`src/rtl/bit_serial_alu.sv`:
```
// Bit-serial add/subtract unit.
// One operand set is accepted in IDLE, its bits are combined LSB first, one
// per clock, in SHIFT, and the registered result plus flags are offered in
// DONE until the consumer takes them.
//
// Handshake: a transfer happens on a rising edge where valid and ready are
// both high. in_ready is high only in IDLE and out_valid only in DONE. Once
// a side asserts valid, it holds valid and its payload until that transfer.
module bit_serial_alu #(
   parameter int WIDTH = 8
) (
   input  logic             clk,
   input  logic             rst,
   input  logic             in_valid,
   output logic             in_ready,
   input  logic [1:0]       op,
   input  logic [WIDTH-1:0] a,
   input  logic [WIDTH-1:0] b,
   input  logic             cin,
   output logic             out_valid,
   input  logic             out_ready,
   output logic [WIDTH-1:0] result,
   output logic             cout,
   output logic             overflow,
   output logic             zero
);

   localparam int CW = (WIDTH > 1) ? $clog2(WIDTH) : 1;
   localparam logic [CW-1:0] LAST_BIT = CW'(WIDTH - 1);

   typedef enum logic [1:0] {
      IDLE  = 2'd0,
      SHIFT = 2'd1,
      DONE  = 2'd2
   } state_t;

   // op encoding: bit 0 selects subtract, bit 1 selects use of cin
   localparam logic [1:0] OP_ADD  = 2'b00;
   localparam logic [1:0] OP_SUB  = 2'b01;
   localparam logic [1:0] OP_ADDC = 2'b10;
   localparam logic [1:0] OP_SUBB = 2'b11;

   state_t           state;
   logic [CW-1:0]    bit_cnt;
   logic [WIDTH-1:0] a_sh;
   logic [WIDTH-1:0] b_sh;
   logic             carry;
   logic [WIDTH-1:0] sum_sh;

   logic [WIDTH-1:0] b_eff;
   logic             carry_init;
   logic             sum_bit;
   logic             carry_next;
   logic [WIDTH-1:0] sum_sh_next;
   logic             last_bit;

   // Handshake flags follow the state register directly.
   assign in_ready  = (state == IDLE);
   assign out_valid = (state == DONE);

   // Effective second operand and starting carry. Subtraction is a + ~b + 1.
   // Borrow-in is the inverted carry, so SUBB starts with ~cin.
   always_comb begin
      b_eff      = b;
      carry_init = 1'b0;
      case (op)
         OP_ADD: begin
            b_eff      = b;
            carry_init = 1'b0;
         end
         OP_SUB: begin
            b_eff      = ~b;
            carry_init = 1'b1;
         end
         OP_ADDC: begin
            b_eff      = b;
            carry_init = cin;
         end
         OP_SUBB: begin
            b_eff      = ~b;
            carry_init = ~cin;
         end
         default: begin
            b_eff      = b;
            carry_init = 1'b0;
         end
      endcase
   end

   // One full-adder slice per cycle. The new sum bit enters at the MSB, so
   // after WIDTH shifts bit 0 has reached position 0.
   always_comb begin
      sum_bit     = a_sh[0] ^ b_sh[0] ^ carry;
      carry_next  = (a_sh[0] & b_sh[0]) | (a_sh[0] & carry) | (b_sh[0] & carry);
      sum_sh_next = {sum_bit, sum_sh[WIDTH-1:1]};
      last_bit    = (bit_cnt == LAST_BIT);
   end

   // Control FSM and datapath registers. Reset takes priority over all inputs
   // and discards any operation in flight.
   always_ff @(posedge clk) begin
      if (rst) begin
         state    <= IDLE;
         bit_cnt  <= '0;
         a_sh     <= '0;
         b_sh     <= '0;
         carry    <= 1'b0;
         sum_sh   <= '0;
         result   <= '0;
         cout     <= 1'b0;
         overflow <= 1'b0;
         zero     <= 1'b0;
      end else begin
         case (state)
            IDLE: begin
               if (in_valid) begin
                  a_sh    <= a;
                  b_sh    <= b_eff;
                  carry   <= carry_init;
                  bit_cnt <= '0;
                  sum_sh  <= '0;
                  state   <= SHIFT;
               end
            end
            SHIFT: begin
               a_sh    <= a_sh >> 1;
               b_sh    <= b_sh >> 1;
               carry   <= carry_next;
               sum_sh  <= sum_sh_next;
               bit_cnt <= bit_cnt + CW'(1);
               if (last_bit) begin
                  // carry still holds the carry into the MSB, so it can be
                  // compared with the carry out of the MSB to get overflow.
                  result   <= sum_sh_next;
                  cout     <= carry_next;
                  overflow <= carry ^ carry_next;
                  zero     <= ~|sum_sh_next;
                  bit_cnt  <= '0;
                  state    <= DONE;
               end
            end
            DONE: begin
               if (out_ready) begin
                  state <= IDLE;
               end
            end
            default: begin
               state <= IDLE;
            end
         endcase
      end
   end

endmodule

```
`config.mk`:
```
export PLATFORM = sky130hd
export DESIGN_NAME = bit_serial_alu
export DESIGN_NICKNAME = d
export VERILOG_FILES = /design/src/rtl/bit_serial_alu.sv
export SDC_FILE = /design/constraint.sdc
export NUM_CORES = 1
export LEC_CHECK = 0
export BUFFER_PORTS_ARGS = -buffer_cell sky130_fd_sc_hd__buf_2
export CAP_MARGIN = 30
export CORE_UTILIZATION = 48
export CTS_CLUSTER_SIZE = 12
export DETAILED_ROUTE_END_ITERATION = 8
export PLACE_DENSITY = 0.74
export SLEW_MARGIN = 10
export SYNTH_ARGS = -nofsm -noshare
export SYNTH_HDL_FRONTEND = slang
export SYNTH_SLANG_ARGS = --single-unit
export TNS_END_PERCENT = 5
```
`constraint.sdc`:
```
create_clock -name clk -period 1.3 [get_ports clk]
set_input_delay 0.13 -clock clk [delete_from_list [all_inputs] [get_ports clk]]
set_output_delay 0.13 -clock clk [all_outputs]
set_load 0.005 [all_outputs]
```
==> impl_metrics.json, run 1 <==
{
  "status": "finished clean",
  "worstMarginPinSlew_ns": 0.4560,
  "period_share": 0.9995,
  "synth_cell_types": 33,
  "ant_nets": 0,
  "avgRoutedWirePerCell_um": 12.92,
  "io_buffers": 35,
  "syn_area_um2": 1815,
  "setup_tns_ns": 0,
  "post-synth-top-area-cell": "dfxtp_1",
  "period_needed_ns": 1.299,
  "syn-num-nets": 237,
  "hold_buffers": 0,
  "die_h_um": 63.50,
  "die_area_um2": 4032,
  "synth_top_area_share": 0.4411,
  "ys_ff_latch": 40,
  "design.core.area_um2": 3468,
  "slowest_stage": "fa_2",
  "path_delay_family": "adder cells",
  "ir_drop_mv": 0.7867,
  "wl_met2_mm": 1.817,
  "relSlewSlack": 0.6946,
  "wl_mm": 3.890,
  "clk_pin_slew_ns": 0.08,
  "clk-insertion-delay-late_ns": 0.30,
  "cts_setup_buffers": 0,
  "fmax_ghz": 0.7696,
  "grt_pass1_vias": 1478,
  "leakagePower_nw": 0.9502,
  "cts_tree": "done",
  "antenna_found_initial": 0,
  "synth_seq_area_share": 0.4411,
  "htreeDepth": 2,
  "async_flop_share": 0,
  "viasPerCell": 5.365,
  "track_usage": 0.2198,
  "yosysWarnings": 0,
  "wl_met3_um": 178,
  "nets": 280,
  "setup_viol": 0,
  "end_kind": "register",
  "met1_length_mm": 1.820,
  "vias": 1615,
  "initial_core_util": 0.5234,
  "drive_above_1_share": 0.3294,
  "power_density_nw_per_um2": 1217,
  "syn_inst": 211,
  "critPathRequiredTime_ns": 1.53,
  "top_layer_used": "met4",
  "place_hpwl_mm": 2.658,
  "hold_path.class": "in -> reg",
  "drc": 0,
  "synth.most_common_cell": "dfxtp_1",
  "antenna_cells": 0,
  "worstPathMaxFanout": 3,
  "slew_viol_final": 0,
  "syn_to_final_growth_pct": 27.08,
  "path_cells": "fa_2 -> nor4_2 -> nand3_1 -> a21oi_1",
  "yosys-top-cells-count": "dfxtp_1, nor2_1, a21oi_1",
  "gp_congestion": 0.7014,
  "crit_type": "reg -> reg",
  "finClkSkew_ns": 0.006030,
  "fp.dieW_um": 63.50,
  "finalHoldViolCount": 0,
  "drv_cap": 0,
  "crit_arrival_ns": 1.53,
  "synthFlopType": "dfxtp_1",
  "place_area_um2": 2137,
  "grt_pass1_wl_mm": 6.831,
  "avgSynthCellArea_um2": 8.604,
  "grt_max_degree": 32,
  "num_rows": 21,
  "max_stage_delay_ns": 0.48,
  "cts.sinks": 40,
  "grt-ovfl-total": 0,
  "rsz0062_at_grt": "yes",
  "stdcell_area_um2": 2307,
  "drt_iter0_drc": 199,
  "cts_root_buf": "clkbuf_8",
  "critPathBufInv": 0,
  "clockBufferDepth": 2,
  "ioPinCount": 36,
  "numCtsBuffers": 5,
  "drt-pass1-iter-count": 4,
  "synth_area_leaders": "dfxtp_1, nor2_1, a21oi_1",
  "start_kind": "register",
  "synth_edf_count": 0
}
==> timing repair <==
| item | 4_1_cts | 5_1_grt |
|---|---|---|
| gates cloned | 0 | 0 |
| pin swaps | 0 | 1 |
| hold endpoints to repair | 0 | 0 |
| resized for setup | 7 | 7 |
| setup endpoints to repair | 22 | 26 |
==> area by class of cell <==
| type | instances | area, um2 |
|---|---|---|
| fill | 307 | 1161 |
| sequential | 40 | 805.8 |
| inverter | 8 | 30.03 |
| clock inverter | 2 | 38.79 |
| timing repair buffer | 53 | 364.1 |
| multi-input combinational | 146 | 928.4 |
| clock buffer | 6 | 82.58 |
| tap | 46 | 57.56 |
==> registers in the layout (all words and copies together), names as in the netlist <==
name	cells
bit_cnt	3
overflow	1
state	2
cout	1
result	8
b_sh	8
sum_sh	7
a_sh	8
zero	1
carry	1
==> where the power goes <==
group          switching (W)  internal (W)
Sequential         0.0000437       0.00129
Combinational       0.000201      0.000205
Clock               0.000443      0.000627
==> metrics by stage <==
stage / utilization / setup WS, ns / std cells / hold slack (ns) / power (W)
6_report: 0.6652 / 0.0006762 / 301 / 0.08570 / 0.002809
5_1_grt: 0.6652 / -0.1017 / 301 / 0.09159 / 0.002935
4_1_cts: 0.6573 / -0.05193 / 301 / 0.07593 / 0.002814
3_5_place_dp: 0.6162 / -0.06150 / 293 / 0.3916 / 0.001742
3_3_place_gp: 0.6162 / -0.02904 / 293 / 0.3861 / 0.001732
2_1_floorplan: - / 0.01661 / 211 / 0.2783 / 0.001606
==> final timing paths <==
kind,from,end,slack [ns],cells after the start
max reg2reg,b_sh[0],zero,0.0007,4
max,b_sh[0],zero,0.0007,4
min,rst,carry,0.09,2
min reg2reg,result[2],result[2],0.45,2
==> cells by family (layout without fill, tap and decap cells) <==
family | count (synthesis) | count (layout) | synth area share
xor+xnor | 10 | 10 | 0.04825
fa+ha+maj | 3 | 3 | 0.02481
simple gates | 70 | 70 | 0.1723
flops | 40 | 40 | 0.4411
compound gates | 63 | 63 | 0.2440
buf+inv | 25 | 69 | 0.06961
==> layout by cell type, fill, tap and decap left out, drive strengths merged, types with 2 or more instances in the layout <==
cell type,netlist,layout
buf,13,53
dfxtp,40,40
nor2,34,34
a21oi,25,25
nand2,22,22
a22oi,10,10
xnor2,9,9
inv,8,8
o221a,7,7
a211oi,7,7
o21ai,7,7
clkbuf,4,6
nor2b,4,4
or3,2,2
ha,2,2
nor4,2,2
nand2b,2,2
==> routing by layer <==
metal	vias to the layer above	global-route usage
met1	756	0.2769
li1	816	-
met3	6	0.06159
met4	0	0.1023
met5	-	0
met2	37	0.3444
No activity file was read; power rests on OpenSTA's default activity.
==> run 2, diff against run 1 <==
- CORE_MARGIN: unset -> 2
==> run 2 against run 1 <==
Compared with the run above: the flow now finishes with violations (setup timing); final area up 2.9%; global-route usage down 3.2 points; routed wire length down 0.41%; clock skew up 0.0013 ns; maximum frequency down 2.4%; non-clock buffer count up 8; clock power down 6%; final cell count up 3.3%; sequential share of layout area down 0.73 points; sequential power about the same; critical path depth unchanged; critical path type unchanged.
==> impl_metrics.json, run 2 (synthesized netlist as in run 1, its figures left out) <==
{
  "status": "complete, but fails checks",
  "violations": "setup timing",
  "max_stage_delay_ns": 0.51,
  "end_kind": "register",
  "ant_nets": 0,
  "viasPerCell": 5.273,
  "cts.sinks": 40,
  "fmax_ghz": 0.7513,
  "ir_drop_mv": 0.9020,
  "grt_pass1_wl_mm": 6.251,
  "avgRoutedWirePerCell_um": 12.46,
  "num_rows": 22,
  "die_h_um": 65.50,
  "clk-insertion-delay-late_ns": 0.29,
  "worstPathMaxFanout": 3,
  "final_common_cell": "buf_2",
  "power_density_nw_per_um2": 1162,
  "drive_above_1_share": 0.3840,
  "finClkSkew_ns": 0.007311,
  "drc": 0,
  "grt-ovfl-total": 0,
  "combPwrFrac": 0.150,
  "antenna_found_initial": 0,
  "utilization": 0.6487,
  "cts_tree": "done",
  "finalWorstSetupSlack_ns": -0.03109,
  "io_buffers": 35,
  "drt-pass1-iter-count": 4,
  "relSlewSlack": 0.6984,
  "period_share": 1.024,
  "wl_mm": 3.874,
  "setup_viol": 2,
  "dp_slack_ns": -0.09745,
  "leakagePower_nw": 0.9829,
  "p_clk_frac": 0.367,
  "clockBufferDepth": 2,
  "hold_buffers": 0,
  "slowest_stage": "fa_2",
  "p_sw_w": 0.0006924,
  "fp.dieW_um": 65.50,
  "p_seq_frac": 0.482,
  "path_cells": "fa_2 -> nor4_4 -> nand3_2 -> a21oi_1",
  "ioPinCount": 36,
  "clk_pin_slew_ns": 0.08,
  "setup_tns_ns": -0.03798,
  "track_usage": 0.1874,
  "p_int_w": 0.002068,
  "design.core.area_um2": 3661,
  "finalHoldViolCount": 0,
  "syn_to_final_growth_pct": 30.81,
  "critPathRequiredTime_ns": 1.53,
  "grt_max_degree": 18,
  "drt_iter0_drc": 84,
  "worstMarginPinSlew_ns": 0.4483,
  "grt_pass1_vias": 1419,
  "start_kind": "register",
  "drv_cap": 0,
  "swShare": 0.2509,
  "nets": 288,
  "largestRegisters": "a_sh x8, b_sh x8, result x8",
  "antenna_cells": 0,
  "crit_arrival_ns": 1.56,
  "htreeDepth": 2,
  "cts_root_buf": "clkbuf_8",
  "die_area_um2": 4290,
  "power_w": 0.002760,
  "period_needed_ns": 1.331,
  "slew_viol_final": 0,
  "crit_type": "reg -> reg",
  "place_hpwl_mm": 2.780,
  "fin_hold_ws_ns": 0.1005,
  "gp_congestion": 0.7353,
  "final_cell_mix": "buf_2, nor2_1, dfxtp_1",
  "rsz0062_at_grt": "yes",
  "initial_core_util": 0.4959,
  "hold_path.class": "in -> reg",
  "numCtsBuffers": 5,
  "vias": 1640
}
==> run 2: changes by cell type in the layout (fill, tap and decap cells not counted), sizes merged <==
cell,change
buf,+8
clkbuf,-1
clkinvlp,+1
==> run 2: final cells by class <==
class | count | area (um2)
fillers | 300 | 1286
multi-input cells | 146 | 959.7
flip-flops and latches | 40 | 812.0
repair buffers | 61 | 401.6
clock buffers | 5 | 68.82
well taps | 48 | 60.06
clock inverters | 3 | 42.54
inverters | 8 | 30.03
==> run 2: stage by stage <==
step,instance area [um2],std cells
floorplan,1815,211
global placement,2155,302
detailed placement,2155,302
CTS,2286,310
global route,2375,311
finish,2375,311
==> run 2: final timing paths <==
kind | depth (start not counted) | from | to | slack [ns]
max | 4 | carry | zero | -0.03
min | 2 | rst | carry | 0.10
max reg2reg | 4 | carry | zero | -0.03
min reg2reg | 2 | cout | cout | 0.45
==> run 2: layer usage <==
metal,vias up,part of all wire,track usage
met2,36,0.48,0.3112
met3,8,0.040,0.04110
met1,767,0.46,0.2368
met5,-,0,0
li1,829,-,-
met4,0,0.020,0.07292
==> run 2: power groups by stage <==
stage	Combinational (W)	Clock, W	Sequential, W
final	0.000415	0.00101	0.00133
after global placement	0.000378	0	0.00135
after CTS	0.000398	0.00102	0.00133
after detailed placement	0.000387	0	0.00136
after floorplan	0.000260	0	0.00135
after global routing	0.000457	0.00107	0.00134
==> run 2: timing repair <==
item / CTS / global route
gates resized for setup: 8 / 21
setup buffers: 0 / 1
endpoints found under the setup margin: 22 / 22
pin swaps: 2 / 4
==> run 2: critical path: cells and delay by family, from the launching register on <==
family	cells	cell delay, ns
adder cells (fa/ha/maj)	1	0.51
AO/OA/AOI/OAI	1	0.15
AND/OR/NAND/NOR	2	0.27
flip-flops	1	0.34
==> run 3, diff against run 2 <==
- SETUP_SLACK_MARGIN: unset -> 0.15
==> run 3 against run 2 <==
Compared with the run above: the run now ends clean; non-clock buffer count shrank 1; final cell count decreased by 0.32%; combinational power increased by 12%; clock-buffer cell count is 1 higher; final area is 4.0% higher; clock skew shrank 0.00061 ns; die area unchanged; core utilization up 2.6 points; critical path type unchanged.
==> impl_metrics.json, run 3 (synthesized netlist as in run 1, its figures left out) <==
{
  "period_needed_ns": 1.298,
  "clk_pin_slew_ns": 0.08,
  "clockBufferDepth": 2,
  "ant_nets": 0,
  "cts_root_buf": "clkbuf_8",
  "cts_tree": "done",
  "fmax_ghz": 0.7705,
  "drc": 0,
  "cts.sinks": 40,
  "fp.dieW_um": 65.50,
  "syn_to_final_growth_pct": 35.98,
  "path_delay_family": "adder cells",
  "path_cells": "fa_2 -> nor4_2 -> nand3_1 -> a21oi_1",
  "grt-ovfl-total": 0,
  "initial_core_util": 0.4959,
  "nets": 287,
  "status": "finished clean",
  "min_from": "a[7]",
  "r2r_setup_slack_ns": 0.002,
  "num_rows": 22,
  "grt_pass1_wl_mm": 6.699,
  "vias": 1617,
  "rr_endpoint": "zero",
  "antenna_found_initial": 0,
  "die_area_um2": 4290,
  "largestRegisters": "a_sh x8, b_sh x8, result x8",
  "worstPathMaxFanout": 3,
  "design.core.area_um2": 3661,
  "wl_mm": 3.993,
  "drive_above_1_share": 0.4618,
  "leakagePower_nw": 0.9977,
  "drt-pass1-iter-count": 4,
  "hold_path_end": "a_sh[7]",
  "die_h_um": 65.50,
  "drv_cap": 0,
  "critPathBufInv": 0,
  "utilization": 0.6743,
  "setup_tns_ns": 0,
  "clk-insertion-delay-late_ns": 0.29,
  "htreeDepth": 2,
  "period_share": 0.9984,
  "slowest_stage": "fa_2",
  "ioPinCount": 36,
  "grt_max_degree": 15,
  "finalHoldViolCount": 0,
  "final_common_cell": "buf_2",
  "crit_type": "reg -> reg",
  "finClkSkew_ns": 0.006697,
  "place_hpwl_mm": 2.693,
  "gp_congestion": 0.7918,
  "holdPathStages": 3,
  "slew_viol_final": 0,
  "worstMarginPinSlew_ns": 0.3788,
  "drt_iter0_drc": 91,
  "max_stage_delay_ns": 0.50,
  "relSlewSlack": 0.7451,
  "numCtsBuffers": 5,
  "power_density_nw_per_um2": 1076,
  "ff2ff_path_depth": 4,
  "antenna_cells": 0,
  "critPathRequiredTime_ns": 1.53,
  "hold_path.class": "in -> reg",
  "setup_viol": 0,
  "end_kind": "register",
  "start_kind": "register",
  "track_usage": 0.1979,
  "avgRoutedWirePerCell_um": 12.88,
  "io_buffers": 35,
  "r2r-start": "carry",
  "ir_drop_mv": 0.6109,
  "viasPerCell": 5.216,
  "final_cell_mix": "buf_2, dfxtp_1, nor2_1",
  "rsz0062_at_grt": "yes",
  "grt_pass1_vias": 1511,
  "crit_arrival_ns": 1.53,
  "cts_setup_buffers": 0
}
run 3: where the power goes:
group,switching [W],internal [W]
logic,0.000222,0.000241
registers,0.0000525,0.00129
clock network,0.000431,0.000423
run 3: cell type report:
| type | instances | area, um2 |
|---|---|---|
| clock buffers | 6 | 82.58 |
| clock inverters | 2 | 10.01 |
| fillers | 281 | 1192 |
| inverters | 8 | 30.03 |
| multi-input cells | 146 | 1069 |
| flip-flops and latches | 40 | 817.0 |
| well taps | 48 | 60.06 |
| repair buffers | 60 | 400.4 |
run 3: layer usage:
layer,vias to the layer above,global-route usage,part of all wire
met1,749,0.2778,0.49
met5,-,0,0
li1,834,-,-
met3,6,0.03767,0.035
met2,28,0.3010,0.46
met4,0,0.07552,0.012
run 3: per-stage QoR:
step | instances | setup slack (ns) | cell area, um2 | hold slack, ns | power [W]
final | 310 | 0.002103 | 2469 | 0.09843 | 0.002657
after global routing | 310 | -0.06811 | 2469 | 0.09667 | 0.002785
after CTS | 310 | 0.009254 | 2352 | 0.08057 | 0.002606
after detailed placement | 302 | -0.03963 | 2167 | 0.3855 | 0.001750
after global placement | 302 | 0.01256 | 2167 | 0.3772 | 0.001746
after floorplan | 211 | 0.09044 | 1847 | 0.2783 | 0.001611
run 3: worst max path at each step:
stage                   from         end  slack [ns]  depth (start not counted)
floorplan            b_sh[0]        zero        0.09                          4
global placement    state[0]  bit_cnt[1]        0.01                          3
detailed placement  state[1]   sum_sh[3]       -0.04                          3
CTS                    carry        zero       0.009                          4
global route         a_sh[0]        zero       -0.07                          4
finish                 carry        zero       0.002                          4
run 3: worst register-to-register path: cells and delay by family, from the launching register on:
family	cells	cell delay, ns
adder cells (fa/ha/maj)	1	0.50
AND/OR/NAND/NOR	2	0.28
AO/OA/AOI/OAI	1	0.13
flip-flops	1	0.34
run 3: what timing repair did:
action,in CTS,in global routing
hold buffers,0,0
pin swaps,16,17
gates resized for setup,30,27
setup endpoints to repair,41,40
